==> src/rtl/fix_parser_pkg.sv <==
// Shared types and defaults for the message location writer/reader pair.
package fix_parser_pkg;

    localparam int NUM_MESSAGE_DEF = 5;
    localparam int DATA_WIDTH_DEF  = 5;
    localparam int BYTE_WIDTH_DEF  = 8;

    typedef logic [NUM_MESSAGE_DEF-1:0] msg_idx_t;
    typedef logic [DATA_WIDTH_DEF-1:0]  buf_addr_t;

    // Reader FSM states:
    //   IDLE    | waiting for a pending message
    //   LOC_REQ | location table read issued
    //   LOC_CAP | start/end addresses captured
    //   FETCH   | buffer read issued for current byte
    //   LATCH   | buffer data captured into output register
    //   SEND    | byte presented, waiting for downstream accept
    typedef enum logic [2:0] {
        IDLE    = 3'd0,
        LOC_REQ = 3'd1,
        LOC_CAP = 3'd2,
        FETCH   = 3'd3,
        LATCH   = 3'd4,
        SEND    = 3'd5
    } loc_rd_state_e;

endpackage

==> src/rtl/msg_byte_out_reg.sv <==
// Output byte register with sof/eof qualifiers; holds everything stable
// until the byte is accepted (or cleared by the FSM).
module msg_byte_out_reg #(
    parameter int BYTE_WIDTH = 8
) (
    input  logic                  clk,
    input  logic                  rst,
    input  logic                  load_i,
    input  logic                  clear_i,
    input  logic [BYTE_WIDTH-1:0] byte_i,
    input  logic                  sof_i,
    input  logic                  eof_i,
    output logic [BYTE_WIDTH-1:0] byte_o,
    output logic                  byte_valid_o,
    output logic                  sof_o,
    output logic                  eof_o
);

    logic [BYTE_WIDTH-1:0] byte_q;
    logic                  valid_q;
    logic                  sof_q;
    logic                  eof_q;

    // Load on capture, drop valid/markers on accept; byte value is kept.
    always_ff @(posedge clk or negedge rst) begin
        if (!rst) begin
            byte_q  <= '0;
            valid_q <= 1'b0;
            sof_q   <= 1'b0;
            eof_q   <= 1'b0;
        end else if (load_i) begin
            byte_q  <= byte_i;
            valid_q <= 1'b1;
            sof_q   <= sof_i;
            eof_q   <= eof_i;
        end else if (clear_i) begin
            valid_q <= 1'b0;
            sof_q   <= 1'b0;
            eof_q   <= 1'b0;
        end
    end

    assign byte_o       = byte_q;
    assign byte_valid_o = valid_q;
    assign sof_o        = sof_q;
    assign eof_o        = eof_q;

endmodule

==> src/rtl/message_loc_reader.sv <==
// Reads completed messages: fetches start/end from the location table, then
// streams the bytes out of the message buffer with sof/eof markers.
// Optional LOC_READER_DROP_EN adds drop_i to abandon a message while in SEND.
module message_loc_reader
    import fix_parser_pkg::*;
#(
    parameter int NUM_MESSAGE = NUM_MESSAGE_DEF,
    parameter int DATA_WIDTH  = DATA_WIDTH_DEF,
    parameter int BYTE_WIDTH  = BYTE_WIDTH_DEF
) (
    input  logic                   clk,
    input  logic                   rst,
    input  logic [NUM_MESSAGE-1:0] wr_count_i,
    output logic [NUM_MESSAGE-1:0] rd_count_o,
    output logic                   loc_rd_o,
    output logic [NUM_MESSAGE-1:0] loc_addr_o,
    input  logic [DATA_WIDTH-1:0]  loc_start_i,
    input  logic [DATA_WIDTH-1:0]  loc_end_i,
    output logic                   buf_rd_o,
    output logic [DATA_WIDTH-1:0]  buf_addr_o,
    input  logic [BYTE_WIDTH-1:0]  buf_data_i,
    output logic [BYTE_WIDTH-1:0]  byte_o,
    output logic                   byte_valid_o,
    input  logic                   byte_ready_i,
`ifdef LOC_READER_DROP_EN
    input  logic                   drop_i,
`endif
    output logic                   sof_o,
    output logic                   eof_o,
    output logic                   busy_o
);

    loc_rd_state_e          state_q;
    logic [NUM_MESSAGE-1:0] rd_count_q;
    logic [DATA_WIDTH-1:0]  ptr_q;
    logic [DATA_WIDTH-1:0]  end_q;
    logic                   first_q;
    logic                   loc_rd_q;
    logic                   buf_rd_q;
    logic                   busy_q;

    logic pending_d;
    logic drop_d;
    logic accept_d;
    logic load_d;
    logic clear_d;

`ifdef LOC_READER_DROP_EN
    assign drop_d = drop_i;
`else
    assign drop_d = 1'b0;
`endif

    assign pending_d = (rd_count_q != wr_count_i);
    assign accept_d  = (state_q == SEND) && byte_ready_i;
    assign load_d    = (state_q == LATCH);
    assign clear_d   = (state_q == SEND) && (byte_ready_i || drop_d);

    // Sequencer: location fetch, then fetch/latch/send per byte.
    always_ff @(posedge clk or negedge rst) begin
        if (!rst) begin
            state_q    <= IDLE;
            rd_count_q <= '0;
            ptr_q      <= '0;
            end_q      <= '0;
            first_q    <= 1'b0;
            loc_rd_q   <= 1'b0;
            buf_rd_q   <= 1'b0;
            busy_q     <= 1'b0;
        end else begin
            loc_rd_q <= 1'b0;
            buf_rd_q <= 1'b0;
            case (state_q)
                IDLE: begin
                    if (pending_d) begin
                        state_q  <= LOC_REQ;
                        loc_rd_q <= 1'b1;
                        busy_q   <= 1'b1;
                    end
                end
                LOC_REQ: state_q <= LOC_CAP;
                LOC_CAP: begin
                    ptr_q    <= loc_start_i;
                    end_q    <= loc_end_i;
                    first_q  <= 1'b1;
                    state_q  <= FETCH;
                    buf_rd_q <= 1'b1;
                end
                FETCH: state_q <= LATCH;
                LATCH: state_q <= SEND;
                SEND: begin
                    if (drop_d || (accept_d && eof_o)) begin
                        rd_count_q <= rd_count_q + 1'b1;
                        state_q    <= IDLE;
                        busy_q     <= 1'b0;
                    end else if (accept_d) begin
                        ptr_q    <= ptr_q + 1'b1;
                        first_q  <= 1'b0;
                        state_q  <= FETCH;
                        buf_rd_q <= 1'b1;
                    end
                end
                default: begin
                    state_q <= IDLE;
                    busy_q  <= 1'b0;
                end
            endcase
        end
    end

    msg_byte_out_reg #(
        .BYTE_WIDTH(BYTE_WIDTH)
    ) u_out (
        .clk          (clk),
        .rst          (rst),
        .load_i       (load_d),
        .clear_i      (clear_d),
        .byte_i       (buf_data_i),
        .sof_i        (first_q),
        .eof_i        (ptr_q == end_q),
        .byte_o       (byte_o),
        .byte_valid_o (byte_valid_o),
        .sof_o        (sof_o),
        .eof_o        (eof_o)
    );

    assign rd_count_o = rd_count_q;
    assign loc_rd_o   = loc_rd_q;
    assign loc_addr_o = rd_count_q;
    assign buf_rd_o   = buf_rd_q;
    assign buf_addr_o = ptr_q;
    assign busy_o     = busy_q;

endmodule

==> config.mk <==
export PLATFORM = sky130hd
export DESIGN_NAME = message_loc_reader
export DESIGN_NICKNAME = d
export VERILOG_FILES = /design/src/rtl/fix_parser_pkg.sv /design/src/rtl/msg_byte_out_reg.sv /design/src/rtl/message_loc_reader.sv
export SDC_FILE = /design/constraint.sdc
export NUM_CORES = 1
export LEC_CHECK = 0
export ABC_AREA = 1
export ABC_CLOCK_PERIOD_IN_PS = 2050
export CAP_MARGIN = 40
export CORE_UTILIZATION = 51
export CTS_BUF_LIST = sky130_fd_sc_hd__clkbuf_4 sky130_fd_sc_hd__clkbuf_8
export CTS_CLUSTER_DIAMETER = 30
export CTS_CLUSTER_SIZE = 40
export DETAILED_ROUTE_END_ITERATION = 8
export PLACE_DENSITY = 0.84
export SYNTH_ARGS = -nofsm -noshare
export SYNTH_HDL_FRONTEND = slang
export SYNTH_SLANG_ARGS = --single-unit
==> constraint.sdc <==
create_clock -name clk -period 2.05 [get_ports clk]
set_clock_uncertainty 0.2 [all_clocks]
set_input_delay 0.3075 -clock clk [delete_from_list [all_inputs] [get_ports clk]]
set_output_delay 0.3075 -clock clk [all_outputs]
set_load 0.01 [all_outputs]
* Yosys cells after proc, flatten, opt, wreduce, memory -nomap -nowiden
Cells that the tools add are included.
Word-level totals: bits in registers 33, input port bits 26, output and inout port bits 29, word-level logic and storage cells 58
Operators by class: $add $sub $neg 2, equal/unequal tests 12, mux-type cells 21, bitwise operators 1, reduce and logical (&&, ||, !) cells 10
Operators by type and width (number):
- $pmux 3 s6 | 1
- $mux 1 | 11
- $add 5x1->5 const B | 2
- $mux 5 | 2
- $pmux 5 s2 | 1
- $mux 3 | 3
- $eq 3x2->1 const B | 2
- $eq 3x3->1 const B | 2
- $ne 2x2->1 const B | 3
- $reduce_and 3->1 | 2
- $eq 5x5->1 | 1
- $ne 5x5->1 | 1
- $pmux 1 s2 | 2
- $reduce_and 2->1 | 2
- $reduce_bool 2->1 | 2
- $reduce_or 4->1 | 1
- $eq 3x1->1 const B | 1
- $logic_not 3->1 | 1
- $ne 3x2->1 const B | 1
- $pmux 1 s3 | 1
- $logic_and 1x1->1 | 2
- $ne 2x1->1 const B | 1
- $not 1->1 | 1

* Depth between registers and ports, before layout
depth in word-level cells 5, depth in mapped cells 8, depth with buffers taken out 8

* Modules after synthesis
A second synthesis with hierarchy kept.
Unflattened totals: cell total of the unflattened synthesis 207, area total of the unflattened synthesis 1679.1 sq um
By module, submodules not included:
- message_loc_reader | times used 1, cells each 161, area each 1265.0 sq um, sequential area each 550.5 sq um
- msg_byte_out_reg | times used 1, cells each 46, area each 414.1 sq um, sequential area each 275.3 sq um

* Least setup slack after synthesis
OpenSTA, ideal clock, no wires.
path kind register to register, start point register ptr_q[0] (netlist: buf_addr_o[0]), end point register ptr_q[2] (netlist: buf_addr_o[2]), library setup time 126 ps, arrival time 1148 ps, required time 1724 ps, setup slack 576 ps, cell stages (with the launch flop) 7, path buffers 0, clock period less this slack 1474 ps, cell sequence dfrtp_1 ha_1 or2_2 nand3_1 nand2_1 nand2_1 o21ai_0
Between the ends: word-level cells in the longest chain between the ends 4
Ends and longest elaborated chain:
- start, declared | RTL line message_loc_reader.sv:35 | logic [DATA_WIDTH-1:0] ptr_q;
- start signal, assigned | RTL line message_loc_reader.sv:83 | ptr_q <= loc_start_i;
- start signal, assigned | RTL line message_loc_reader.sv:97 | ptr_q <= ptr_q + 1'b1;
- $add 5x1->5 | RTL line message_loc_reader.sv:97
- $mux 5 | RTL line message_loc_reader.sv:96 | end else if (accept_d) begin
- $mux 5 | RTL line message_loc_reader.sv:92 | if (drop_d || (accept_d && eof_o)) begin
- $pmux 5 s2 | RTL line message_loc_reader.sv:73 | case (state_q)
No other way between the ends. The select of a mux whose other input is x is not followed. A chain may end at the register's enable or synchronous reset.

* Final worst setup path
start point register ptr_q[3] (netlist: buf_addr_o[3]), end point output port buf_addr_o[3]
RTL lines:
- end, declared | RTL line message_loc_reader.sv:20 | output logic [DATA_WIDTH-1:0] buf_addr_o,
No word-level cell between the ends.

==> results.ini <==
[yosys]
synth.net_count = 226
yosys_register_bits = 33
synth.top_cell.area_share_pct = 48.9
synth_cells = 198
ys_types = 27
synth_seq_area_share_pct = 48.9
synthesis.area_um2 = 1690
yosys_warnings = 0
synthTopCellsByArea = dfrtp_1 49%, nand2_1 14%, inv_1 5.3%
syn_area_per_cell_um2 = 8.54
synth_area_leader_cell = dfrtp_1

[placement]
port_buffers = 54
dp_cells = 291
place_congestion = 0.882
hpwlAfterDp_um = 2520

[global_route]
grtUsageTotal_pct = 21.0
grt_pass1_vias = 1326
grt_first_pass_wirelength_um = 5490
grt_max_degree = 34
grt_overflow = 0
grt_antenna_before_repair = 0

[clock_tree]
insertion_delay_ns = 0.32
cts_tree = yes
numCtsBuffers = 5
htreeDepth = 2
clock_sinks = 33
clock_path_buffers = 2
cts_resized = 0
cts_root_buf = clkbuf_4
ctsHoldBuffers = 0
clk_pin_slew_ns = 0.09
post-cts-setup-buffer-count = 0

[critical_path]
slowest_delay_ns = 0.59
cp.buffers_inverters = 1
crit_chain = clkdlybuf4s50_1
worstSetupStartpointType = register
crit_slowest_cell = clkdlybuf4s50_1
setup.worst_path.start = buf_addr_o[3]$_DFFE_PN0P_
worstSetupPathType = reg -> out
path_delay_family = buffers and inverters
end_kind = primary output
reg2reg_to = buf_addr_o[2]$_DFFE_PN0P_
reg2reg_depth = 6
reg2reg_from = buf_addr_o[0]$_DFFE_PN0P_
worstPathArrival_ns = 1.41
required_ns = 1.54
path_max_fanout = 6
regToRegSetupSlack_ns = 0.44

[hold_path]
hold_path_class = in -> async

[timing]
worstMarginPinSlew_ns = 0.409
maxSlewHeadroom_pct = 72.7
fin_setup_tns_ns = 0
period_minus_slack_ns = 1.92
fmax_mhz = 522
slew_viol_final = 0
post-route-period-util_pct = 93.4
setup_viol = 0
rsz0062_at_grt = no
hold_viol = 0

[run]
maxCapViolCount = 0

[floorplan]
rows = 20
die_y_um = 59.6
fp.dieArea_um2 = 3550
io_pins = 55
initial_core_util_pct = 54.5
core_area_um2 = 3100
die_width_um = 59.6

[final_layout]
area_growth_pct = 36.3
final_nets = 282
nFillCells = 260
utilization_pct = 74.2
final_cells = 298
n_antenna_cell = 0
drive_above_1_share_pct = 9.45

[pwr]
p_leak_nw = 1.13
peakVddDrop_mv = 0.779
power_mw = 3.33
p_per_area_nw_per_um2 = 1440

[route]
drt_iter0_markers = 37
post-route-drc-count = 0
viasPerCell = 4.78
drt_pass1_iterations = 4
drtAntennaViolNets = 0
vias = 1424
wl_per_cell_um = 11.2
wl_um = 3320

[status]
status = finished, final reports clean

==> placed cells by master, fill, tap and decap left out, types with 2 or more instances in the layout <==
cell type	instances
clkbuf_4	6
a21oi_2	2
o22ai_1	2
nand3_1	8
xnor2_1	3
xor2_1	5
clkdlybuf4s50_1	54
o21bai_1	2
ha_1	2
inv_1	24
nand2_1	61
inv_2	3
dfrtp_1	33
mux2_2	3
nand2_4	2
or2_2	2
o21ai_1	3
buf_4	2
nor2_1	13
a21oi_1	5
nor3_1	4
o21ai_0	8
==> flip-flops by register name, indices dropped and copies added, names as in the netlist <==
signal and cells:
u_out.byte_valid_o 1, busy_o 1, buf_rd_o 1, end_q 5, u_out.byte_o 8, u_out.eof_o 1, u_out.sof_o 1, first_q 1
state_q 3, loc_rd_o 1, loc_addr_o 5, buf_addr_o 5
==> cell families after synthesis <==
group	after synthesis	share of synthesized area, %
buf+inv	34	9.33
fa+ha+maj	2	1.48
compound gates	24	8.36
simple gates	94	25.8
xor+xnor	8	4.15
mux	3	2.00
flops	33	48.9
==> report_power, final <==
group,internal [mW],switching [mW]
Sequential,0.968,0.287
Clock,0.175,0.194
Combinational,0.887,0.816
Total,2.03,1.30
==> cell usage after synthesis, drive strengths merged <==
cell    instances
or2             2
nor3            4
mux2            3
o21ai          11
o21bai          2
and3            1
inv            27
o22ai           2
dfrtp          33
ha              2
o211ai          1
o221ai          1
nand2          64
buf             7
xnor2           3
nor2           14
nand3           9
xor2            5
a21oi           7
==> per-layer routing <==
| metal | vias up | share of wire (%) | GRT usage, % |
|---|---|---|---|
| li1 | 727 | - | - |
| met1 | 633 | 46 | 26.4 |
| met2 | 59 | 47 | 33.9 |
| met3 | 5 | 6.4 | 5.68 |
| met4 | 0 | 1.3 | 9.30 |
| met5 | - | 0 | 0 |
==> final cells by class <==
class                      instances  area [um2]  area share (%)
tap                               44        55.1            2.39
clock buffer                       7        58.8            2.55
timing repair buffer              56         556            24.1
sequential                        33         826            35.9
multi-input combinational        131         707            30.7
inverter                          27         101            4.40
==> through the flow <==
stage | cell area, um2 | setup WS [ns] | hold WS, ns
floorplan | 1690 | 0.576 | -0.188
global placement | 2240 | 0.322 | 0.263
detailed placement | 2240 | 0.247 | 0.265
CTS | 2300 | 0.131 | 0.183
global route | 2300 | 0.0952 | 0.214
finish | 2300 | 0.134 | 0.180
==> worst max-delay path by stage <==
| stage | end | slack (ns) | cells past startpoint |
|---|---|---|---|
| floorplan | buf_addr_o[2]$_DFFE_PN0P_ | 0.58 | 6 |
| finish | buf_addr_o[3] | 0.13 | 1 |
| global placement | loc_addr_o[0]$_DFFE_PN0P_ | 0.32 | 5 |
| CTS | buf_addr_o[3] | 0.13 | 1 |
| global route | buf_addr_o[3] | 0.1 | 1 |
| detailed placement | state_q[0]$_DFFE_PN0P_ | 0.25 | 6 |
Note: power is estimated with default switching activity, not from simulation.
